### src/rtl/uart_rx.sv
// 8N1 UART receiver, LSB first, sampling each bit at mid-bit with a CLK_FREQ/BAUD divider.
// Build with UART_RX_MAJORITY_EN defined to take each bit as a 3-sample majority of the synchronised line.
module uart_rx #(
   parameter int unsigned CLK_FREQ = 50_000_000,
   parameter int unsigned BAUD     = 115200
) (
   input  logic       clk,
   input  logic       rst,
   input  logic       rx,
   output logic [7:0] data,
   output logic       valid,
   output logic       frame_err,
   output logic       busy
);

   localparam int unsigned BAUD_DIV  = CLK_FREQ / BAUD;
   localparam int unsigned HALF      = BAUD_DIV / 2;
   localparam logic [15:0] DIV_LAST  = 16'(BAUD_DIV - 1);
   localparam logic [15:0] HALF_LAST = 16'(HALF - 1);

   generate
      if (BAUD_DIV < 4 || BAUD_DIV > 65535) begin : g_bad_div
         $error("uart_rx: CLK_FREQ/BAUD must lie in 4..65535");
      end
   endgenerate

   typedef enum logic [2:0] {
      S_IDLE,
      S_START,
      S_DATA,
      S_STOP,
      S_BREAK
   } state_e;

   state_e      state_q, state_d;
   logic        rx_m_q, rx_s_q;
   logic [15:0] baud_cnt_q, baud_cnt_d;
   logic [2:0]  bit_cnt_q, bit_cnt_d;
   logic [7:0]  shift_q, shift_d;
   logic [7:0]  data_q, data_d;
   logic        valid_q, valid_d;
   logic        ferr_q, ferr_d;
   logic        bit_s;

`ifdef UART_RX_MAJORITY_EN
   // hist_q[0] mirrors rx_s_q, so the vote covers the current and two previous synchronised samples.
   logic [2:0] hist_q;

   always_ff @(posedge clk) begin
      if (rst) begin
         hist_q <= 3'b111;
      end else begin
         hist_q <= {hist_q[1:0], rx_m_q};
      end
   end

   assign bit_s = (hist_q[0] & hist_q[1]) | (hist_q[0] & hist_q[2]) | (hist_q[1] & hist_q[2]);
`else
   assign bit_s = rx_s_q;
`endif

   always_ff @(posedge clk) begin
      if (rst) begin
         rx_m_q     <= 1'b1;
         rx_s_q     <= 1'b1;
         state_q    <= S_IDLE;
         baud_cnt_q <= '0;
         bit_cnt_q  <= '0;
         shift_q    <= '0;
         data_q     <= '0;
         valid_q    <= 1'b0;
         ferr_q     <= 1'b0;
      end else begin
         rx_m_q     <= rx;
         rx_s_q     <= rx_m_q;
         state_q    <= state_d;
         baud_cnt_q <= baud_cnt_d;
         bit_cnt_q  <= bit_cnt_d;
         shift_q    <= shift_d;
         data_q     <= data_d;
         valid_q    <= valid_d;
         ferr_q     <= ferr_d;
      end
   end

   // The counter is cleared at every terminal count and while parked, so it never wraps.
   always_comb begin
      state_d    = state_q;
      baud_cnt_d = baud_cnt_q + 16'd1;
      bit_cnt_d  = bit_cnt_q;
      shift_d    = shift_q;
      data_d     = data_q;
      valid_d    = 1'b0;
      ferr_d     = 1'b0;

      case (state_q)
         S_IDLE: begin
            baud_cnt_d = '0;
            if (!rx_s_q) begin
               state_d = S_START;
            end
         end

         S_START: begin
            if (baud_cnt_q == HALF_LAST) begin
               baud_cnt_d = '0;
               if (bit_s) begin
                  state_d = S_IDLE;
               end else begin
                  state_d   = S_DATA;
                  bit_cnt_d = '0;
               end
            end
         end

         S_DATA: begin
            if (baud_cnt_q == DIV_LAST) begin
               shift_d    = {bit_s, shift_q[7:1]};
               baud_cnt_d = '0;
               if (bit_cnt_q == 3'd7) begin
                  state_d = S_STOP;
               end else begin
                  bit_cnt_d = bit_cnt_q + 3'd1;
               end
            end
         end

         S_STOP: begin
            if (baud_cnt_q == DIV_LAST) begin
               data_d     = shift_q;
               baud_cnt_d = '0;
               if (bit_s) begin
                  valid_d = 1'b1;
                  state_d = S_IDLE;
               end else begin
                  ferr_d  = 1'b1;
                  state_d = S_BREAK;
               end
            end
         end

         // A line held low after a bad stop bit must go high before a new frame is considered.
         S_BREAK: begin
            baud_cnt_d = '0;
            if (rx_s_q) begin
               state_d = S_IDLE;
            end
         end

         default: begin
            state_d    = S_IDLE;
            baud_cnt_d = '0;
         end
      endcase
   end

   assign data      = data_q;
   assign valid     = valid_q;
   assign frame_err = ferr_q;
   assign busy      = (state_q != S_IDLE);

endmodule
### config.mk
export PLATFORM = sky130hd
export DESIGN_NAME = uart_rx
export DESIGN_NICKNAME = d
export VERILOG_FILES = /design/src/rtl/uart_rx.sv
export SDC_FILE = /design/constraint.sdc
export NUM_CORES = 1
export LEC_CHECK = 0
export BUFFER_PORTS_ARGS = -buffer_cell sky130_fd_sc_hd__buf_2
export CORE_UTILIZATION = 40
export DETAILED_ROUTE_END_ITERATION = 10
export MAX_ROUTING_LAYER = met4
export PLACE_DENSITY_LB_ADDON = 0.1
export SLEW_MARGIN = 20
export SYNTH_ARGS = -nofsm -noshare
export SYNTH_HDL_FRONTEND = slang
export SYNTH_SLANG_ARGS = --single-unit
### constraint.sdc
create_clock -name clk -period 6 [get_ports clk]
set_clock_uncertainty 0.05 [all_clocks]
set_input_delay 0.9 -clock clk [delete_from_list [all_inputs] [get_ports clk]]
set_output_delay 0.9 -clock clk [all_outputs]
set_load 0.005 [all_outputs]
==> Yosys cells after proc, flatten, opt, wreduce, memory -nomap -nowiden <==
Cells that the tools add are included.
{ "totals": {"ram_bits": 0, "latch_bits": 0, "memories": 0, "romBits": 0, "ff_bits": 42, "output_inout_bits": 11} }
{ "classes": {"n_eq_ne": 15, "shift": 0, "addsub": 2, "multipliers": 0, "div_mod_pow": 0, "n_reduce_logical": 9, "bitwise": 2, "n_mux": 19, "n_lt_le_gt_ge": 0} }
{ "ops": {"columns": ["operator", "n"], "rows": [
  ["3-bit two-way mux", 11],
  ["16-bit two-way mux", 2],
  ["16-bit one-hot mux with 2 select lines", 1],
  ["16-bit by 1-bit adder with 16-bit output (second input constant)", 1],
  ["16-bit by 8-bit == test with 1-bit output (second input constant)", 1],
  ["16-bit by 9-bit == test with 1-bit output (second input constant)", 1],
  ["2-bit inequality test (second input constant)", 8],
  ["3-bit one-hot mux with 5 select lines", 1],
  ["3-bit by 2-bit == test with 1-bit output (second input constant)", 2],
  ["3-bit == test (second input constant)", 2],
  ["3-bit one-hot mux with 2 select lines", 1],
  ["6-bit AND reduction", 1],
  ["5-bit AND reduction", 1],
  ["2-bit AND reduction", 2],
  ["3-bit by 1-bit adder with 3-bit output (second input constant)", 1],
  ["3-bit by 1-bit == test with 1-bit output (second input constant)", 1],
  ["3-bit logical NOT", 1],
  ["3-bit nonzero test", 1],
  ["3-bit OR reduction", 1],
  ["1-bit two-way mux", 2],
  ["2-bit two-way mux", 1],
  ["1-bit NOT", 2],
  ["2-bit nonzero test", 1],
  ["2-bit OR reduction", 1]
]} }

==> Longest topological paths before layout <==
Gate-level depths: netlist (run 1).
{ "depth": {"word_depth": 4, "depth_mapped": 8, "ltp_nobuf": 7} }

==> Worst setup path after synthesis (run 1) <==
OpenSTA, ideal clock, no wires.
{ "synth_timing": {"path_type": "register -> register", "startpoint": "reg baud_cnt_q[10]", "endpoint": "reg bit_cnt_q[0]", "path_buffers": 1, "arrival_ns": 2.357, "setup_time_ns": 0.071, "synth_period_minus_slack_ns": 2.478, "path_stages_with_launch": 7, "setup_slack_ns": 3.522, "required_ns": 5.879, "path_cell_list": "dfxtp_1 or4_4 or4_4 nor4_4 buf_6 or4b_1 a21oi_1"} }
{ "synth_via": {"elab_chain_cells": 3, "word_cells_on_any_way": 5, "classes_between": "eq/ne: 4; reduce/logical: 1"} }
{ "synth_lines": {"columns": ["element", "line", "rtl"], "rows": [
  ["start, declared", "37", "logic [15:0] baud_cnt_q, baud_cnt_d;"],
  ["start signal, assigned", "77", "baud_cnt_q <= baud_cnt_d;"],
  ["16-bit by 9-bit == test with 1-bit output / 16-bit by 8-bit == test with 1-bit output (equally long branches)", "117, 105", null],
  ["2-bit inequality test (no line)", null, null],
  ["5-bit AND reduction (no line) (*)", null, null],
  ["end signal, assigned", "78", "bit_cnt_q <= bit_cnt_d;"],
  ["end, declared", "38", "logic [2:0] bit_cnt_q, bit_cnt_d;"]
]} }
Every way passes the cells marked *; elsewhere a longest branch is shown, timed or not.
A chain may end at the register's enable or synchronous reset.

==> Worst setup path after layout (run 1) <==
Ends and elaborated chain as after synthesis.

==> results of run 1 <==
==> kinds of logic after synthesis <==
group	count (synthesis)	synth area share, %
and+or+nand+nor	89	26.5
DFF	42	46.2
muxes	18	9.89
xor gates and xnor gates	15	7.21
AOI/OAI and AO/OA	11	4.12
buffers and inverters	11	2.68
adders and majority gates	5	3.43
==> layout make-up <==
type	instances	area [sq um]	share of cell area, %
inverters	4	15.0	0.739
multi-input cells	138	932	45.9
flip-flops and latches	42	841	41.4
repair buffers	13	65.1	3.20
well taps	52	65.1	3.20
clock buffers	5	68.8	3.39
clock inverters	3	43.8	2.16
==> Yosys cell counts, types with 3 or more instances <==
cell	instances
a21oi_1	4
and3_1	3
clkbuf_1	6
dfxtp_1	42
ha_1	5
inv_1	4
mux2i_1	18
nand2_1	9
nand3_1	11
nor2_1	39
nor3_1	4
nor4_1	3
o31ai_1	3
xnor2_1	7
xor2_1	8
==> report_power, final <==
part           internal [mW]  total, mW  leakage (nW)  switching, mW
clock network          0.125      0.225        0.0585          0.100
logic                0.00262    0.00750         0.410        0.00488
registers              0.279      0.281         0.339        0.00115
==> per-stage QoR <==
stage	worst slack, ps	power (mW)	util, %	hold WS [ps]
final	3030	0.513	46.6	378
after global routing	2920	0.533	46.6	411
after CTS	3010	0.522	46.6	377
after detailed placement	3040	0.295	44.1	351
after global placement	3080	0.294	44.1	349
after floorplan	3520	0.293	-	339
==> sequential cells by signal, indices dropped and copies added, names as in the netlist <==
name	count
baud_cnt_q	16
data	8
shift_q	8
bit_cnt_q	3
state_q	3
bit_s	1
frame_err	1
rx_m_q	1
valid	1
==> worst max-delay path by stage <==
stage | startpoint | to | depth (start not counted)
floorplan | baud_cnt_q[10] | bit_cnt_q[0] | 6
global placement | baud_cnt_q[10] | bit_cnt_q[0] | 5
detailed placement | baud_cnt_q[10] | bit_cnt_q[0] | 5
CTS | baud_cnt_q[10] | bit_cnt_q[0] | 5
global route | baud_cnt_q[10] | bit_cnt_q[0] | 5
finish | baud_cnt_q[10] | bit_cnt_q[0] | 5
==> cells in the final DEF (no fill, tap or decap), types with 2 or more instances in the layout <==
cell,instances
xnor2_1,7
and3_1,3
nor4_1,3
o31ai_1,3
inv_1,4
a31o_2,2
buf_2,13
nand3_1,11
nor3b_1,2
clkbuf_8,5
mux2i_1,18
nand4bb_1,2
dfxtp_1,42
a21oi_1,4
ha_1,5
nor2_1,39
nand2_1,9
or2_2,2
or4b_2,2
or4_4,2
or4bb_1,2
xor2_1,8
nor3_1,4
==> layer usage <==
metal  share of wire (%)  global-route usage, %  wire, um  up-vias
met5                   0                      -         0        -
met4                 1.6                   6.12        53        0
met3                 2.4                   3.92        80        5
met2                  50                   28.2      1690       12
met1                  46                   18.0      1580      640
li1                    -                      -         -      686
==> worst max-delay path: stages, from the launching register on <==
cell and delay (ps):
dfxtp_1 360, or4_4 580, or4_4 510, nor4_4 760, or4b_1 500, a21oi_1 150
==> metrics.md, run 1 <==
| Metric | Value |
|---|---|
| Status | complete, no violations |
| Die area | 4830 sq um |
| IO Count | 14 |
| Max FO, Critical Path | 11 |
| Clock transition at the registers of the reported paths | approximately 80 ps |
| Core Rows | 24 |
| Crit. End Element | flop |
| Max IR drop VDD | about 160 uV |
| Vias in the first global route | ~1,400 |
| RR Endpoint | bit_cnt_q[0] |
| Number of max-cap violations | 0 |
| Share of the synthesized area in the top cell type | a little under half |
| Cell variety after synth | 33 |
| FF-to-FF setup slack | roughly 3000 ps |
| Leak | between 0.8 and 0.9 nW |
| Hold crit path type | reg -> reg |
| Yosys warning count | 0 |
| Asr flop ratio synth | 0% |
| Fmax | 336 MHz |
| Critical path required time | about 6200 ps |
| First-pass GRT wire length | slightly above 6000 um |
| Hold Path Sink | bit_s |
| DR vias | about 1,300 |
| Worst hold start | rx_m_q |
| Syn Inst Count | around 190 |
| Initial Utilization | roughly two fifths |
| Die Wd | about 69 um |
| H-tree depth | 2 |
| Area growth syn-to-layout | 11.5% |
| Finished Cell Area | between 2000 and 2500 sq um |
| Slew margin rel. | between 30% and 40% |
| Routed len/inst | about 13 um |
| Clock period minus final worst setup slack | slightly below 3000 ps |
| Hold Vio Cnt, Final | 0 |
| TNS Setup | 0 ps |
| Drt first pass iters | 4 |
| Synth Cell Area | 1820 sq um |
| DP Area | 1920 sq um |
| Post-synth EDFFs | 0 |
| Mean Syn Cell Area | about 9.5 sq um |
| Number of diodes | 0 |
| Crit share post-route | slightly below 50% |
| Remaining antenna violation count | 0 |
| R2R Path Start | baud_cnt_q[10] |
| DP HPWL | between 2000 and 2500 um |
| Initial DRC count | 41 |
| NumNets Final | ~210 |
| RSZ-0062 raised after global routing | no |
| Final Non-Filler Cells | ~260 |
| Layout cell share with drive strength beyond 1 | between 15 and 20% |
| Hold depth | 1 |
| Hold-fix buffers at CTS | 0 |
| Residual DRC | 0 |
| # setup viols final | 0 |
| Longest Clk Path Bufs | 2 |
| Fill cell count | around 450 |
| PortBufs | 13 |
| GRT Util Overall | 16.2% |
| Synth top area cells | dfxtp_1, mux2i_1, nor2_1 |
| Leading area contributor after synthesis | dfxtp_1 |
| Clk sinks | 42 |
| Vias per cell | 5.23 |
| Largest net degree at the start of global routing | 29 |
| Placed insts | about 250 |
| Clock root buffer | clkbuf_8 |
| Core footprint | roughly 4400 sq um |
| CTS tree | built |
| Final wirelength | around 3400 um |
| Crit path DAT | between 3000 and 4000 ps |
| Postcts setup bufs | 0 |
| Startpoint types | flop |
| Register area share after synthesis | a little under half |
| R2r worst-path depth | 5 |
| GRT overflow | 0 |
| Critical path class | reg -> reg |
| Dominant synthesized flop cell | dfxtp_1 |
| Actual slew at the worst max-slew pin | 894 ps |
| Synthesized Nets | 199 |
| PwrDens | 253 nW/um^2 |
| Fin. max-slew vios | 0 |
| CTS resizes | 0 |
| Die H | 69.5 um |
| Number of CTS-inserted buffers | 5 |
| Gpl congestion | about 0.77 |
| Initial antenna violation count | 0 |
| Clk Latency, worst-skew pair | 290 ps |
| Synthesized flop and latch total | 42 |
Note: power is estimated with default switching activity, not from simulation.
==> run 2, diff against run 1 <==
==> constraint.sdc (replaced) <==
create_clock -name clk -period 2.68 [get_ports clk]
set_clock_uncertainty 0.05 [all_clocks]
set_input_delay 0.402 -clock clk [delete_from_list [all_inputs] [get_ports clk]]
set_output_delay 0.402 -clock clk [all_outputs]
set_load 0.005 [all_outputs]
==> run 2 against run 1 <==
Against the previous run: fmax is 22% higher; global-route usage shrank 0.064 points; final area is 1.7% higher; clock-buffer cell count increased by 1; sequential power rose by 120%; worst hold slack got worse by 130 ps; flip-flop and latch count unchanged; register-to-register slack got worse by 2800 ps; first-iteration DRC count rose by 2.4%; non-clock buffer count up 4.
==> metrics.md, run 2 (synthesis results as in run 1) <==
| Metric | Value |
|---|---|
| Die Wd | just under 70 um |
| Critical-path cell list | inv_1, ha_1, or4b_2, nor4_2, a31oi_1, or4b_1, a21oi_1 |
| Vias per cell | approximately 5.2 |
| Sequential power share | 55.3% |
| Actual slew at the worst max-slew pin | 629 ps |
| Initial DRC count | 42 |
| Hold-fix buffers at CTS | 0 |
| Longest Clk Path Bufs | 2 |
| Remaining antenna violation count | 0 |
| Most common cell after layout, fill and taps aside | dfxtp_1 |
| Largest net degree at the start of global routing | 29 |
| Crit. End Element | flop |
| Multi-input logic area | around 940 sq um |
| Max reg flops | 16 |
| Clock share of power | 43.2% |
| Internal | about 0.91 mW |
| GRT overflow | 0 |
| TNS Setup | 0 ps |
| Max FO, Critical Path | 7 |
| Final wirelength | roughly 3400 um |
| Die area | approximately 4800 sq um |
| Most frequent cells in the layout | dfxtp_1, nor2_1, mux2i_1 |
| Clock root buffer | clkbuf_8 |
| Layout cell share with drive strength beyond 1 | around 17% |
| RSZ-0062 raised after global routing | no |
| Hold Vio Cnt, Final | 0 |
| Crit path DAT | approximately 2600 ps |
| Logic gate share of total power | under 10% |
| DR vias | 1,356 |
| Clk Latency, worst-skew pair | 290 ps |
| DP HPWL | ~2400 um |
| Number of max-cap violations | 0 |
| Clock period minus final worst setup slack | 2430 ps |
| Die H | between 60 and 70 um |
| Max IR drop VDD | ~330 uV |
| Area growth syn-to-layout | 13.3% |
| Drt first pass iters | 4 |
| IO Count | 14 |
| Fmax | roughly 410 MHz |
| Clock transition at the registers of the reported paths | roughly 80 ps |
| Number of diodes | 0 |
| NumNets Final | around 220 |
| PwrDens | between 500 and 600 nW/um^2 |
| Switching share of total power | roughly a fifth |
| # setup viols final | 0 |
| CTS tree | built |
| Vias in the first global route | around 1,300 |
| Slowest stage delay, CP | a little over 600 ps |
| Routed len/inst | 13.0 um |
| Leak | 0.821 nW |
| Worst slack at placement | roughly 150 ps |
| Number of CTS-inserted buffers | 5 |
| Critical path class | reg -> reg |
| Startpoint types | flop |
| Hold crit path type | in -> reg |
| Critical-path top delay cell | or4b_2 |
| Fill cell count | about 400 |
| Slew margin rel. | a little under 60% |
| PortBufs | 13 |
| NetSw | ~0.23 mW |
| Fin. max-slew vios | 0 |
| Initial Utilization | 41.8% |
| H-tree depth | 2 |
| Critical path required time | ~2900 ps |
| FF/Latch Area | ~840 sq um |
| Setup WS post-layout | approximately 250 ps |
| Crit share post-route | 90.6% |
| Initial antenna violation count | 0 |
| GRT Util Overall | 16.2% |
| Core Rows | 24 |
| First-pass GRT wire length | 6010 um |
| Core footprint | ~4400 sq um |
| Overall Power | roughly 1.1 mW |
| Clk sinks | 42 |
| Largest register by flop count | baud_cnt_q |
| Status | complete, no violations |
| Residual DRC | 0 |
| Gpl congestion | slightly above 0.8 |
run 2: cell types whose count changed in the layout (fill, tap and decap cells not counted), sizes merged:
cell / previous run / this run
buf: 13 / 17
clkinv: 1 / 0
clkinvlp: 0 / 1
inv: 5 / 4
clkbuf: 5 / 6
run 2: power groups by stage:
stage	clock network [mW]	logic [mW]	registers, mW
after floorplan	0	0.0132	0.642
after global placement	0	0.0166	0.643
after detailed placement	0	0.0171	0.643
after CTS	0.506	0.0171	0.628
after global routing	0.532	0.0198	0.629
final	0.491	0.0167	0.628
run 2: cell type report:
| class | count | share of cell area [%] |
|---|---|---|
| Clock buffer | 6 | 3.52 |
| Clock inverter | 2 | 1.82 |
| Inverter | 4 | 0.727 |
| Multi-Input combinational cell | 138 | 45.5 |
| Sequential cell | 42 | 40.7 |
| Tap cell | 52 | 3.15 |
| Timing Repair Buffer | 17 | 4.61 |
run 2: stage by stage:
step	cell area, sq um	instances	util [%]	hold WS (ps)
final	2060	261	47.4	246
after global routing	2060	261	47.4	257
after CTS	2060	261	47.3	240
after detailed placement	1950	253	44.7	345
after global placement	1950	253	44.7	348
after floorplan	1820	191	-	339
run 2: metal layers:
metal  vias up  track usage, %  routed length (um)
met5         -               -                   0
met4         0            8.62                  70
met3         8            4.94                  90
met2        16            25.4                1700
met1       636            18.5                1530
li1        696               -                   -
run 2: what timing repair did:
item                       in CTS  in global routing
setup endpoints to repair       0                  1
buffers inserted                0                  0
gates resized for setup         0                  1
run 2: final timing paths:
kind                       from      endpoint  slack (ps)  depth (start not counted)
hold reg to reg          rx_m_q         bit_s         360                          1
setup reg to reg  baud_cnt_q[0]  bit_cnt_q[0]         250                          7
hold / removal               rx        rx_m_q         250                          2
setup / recovery  baud_cnt_q[0]  bit_cnt_q[0]         250                          7
run 2: critical path, delay by kind of cell (launching register included):
kind,cells,cell delay [ps]
and+or+nand+nor,3,1340
AOI/OAI and AO/OA,2,380
DFF,1,370
adders and majority gates,1,130
buffers and inverters,1,80
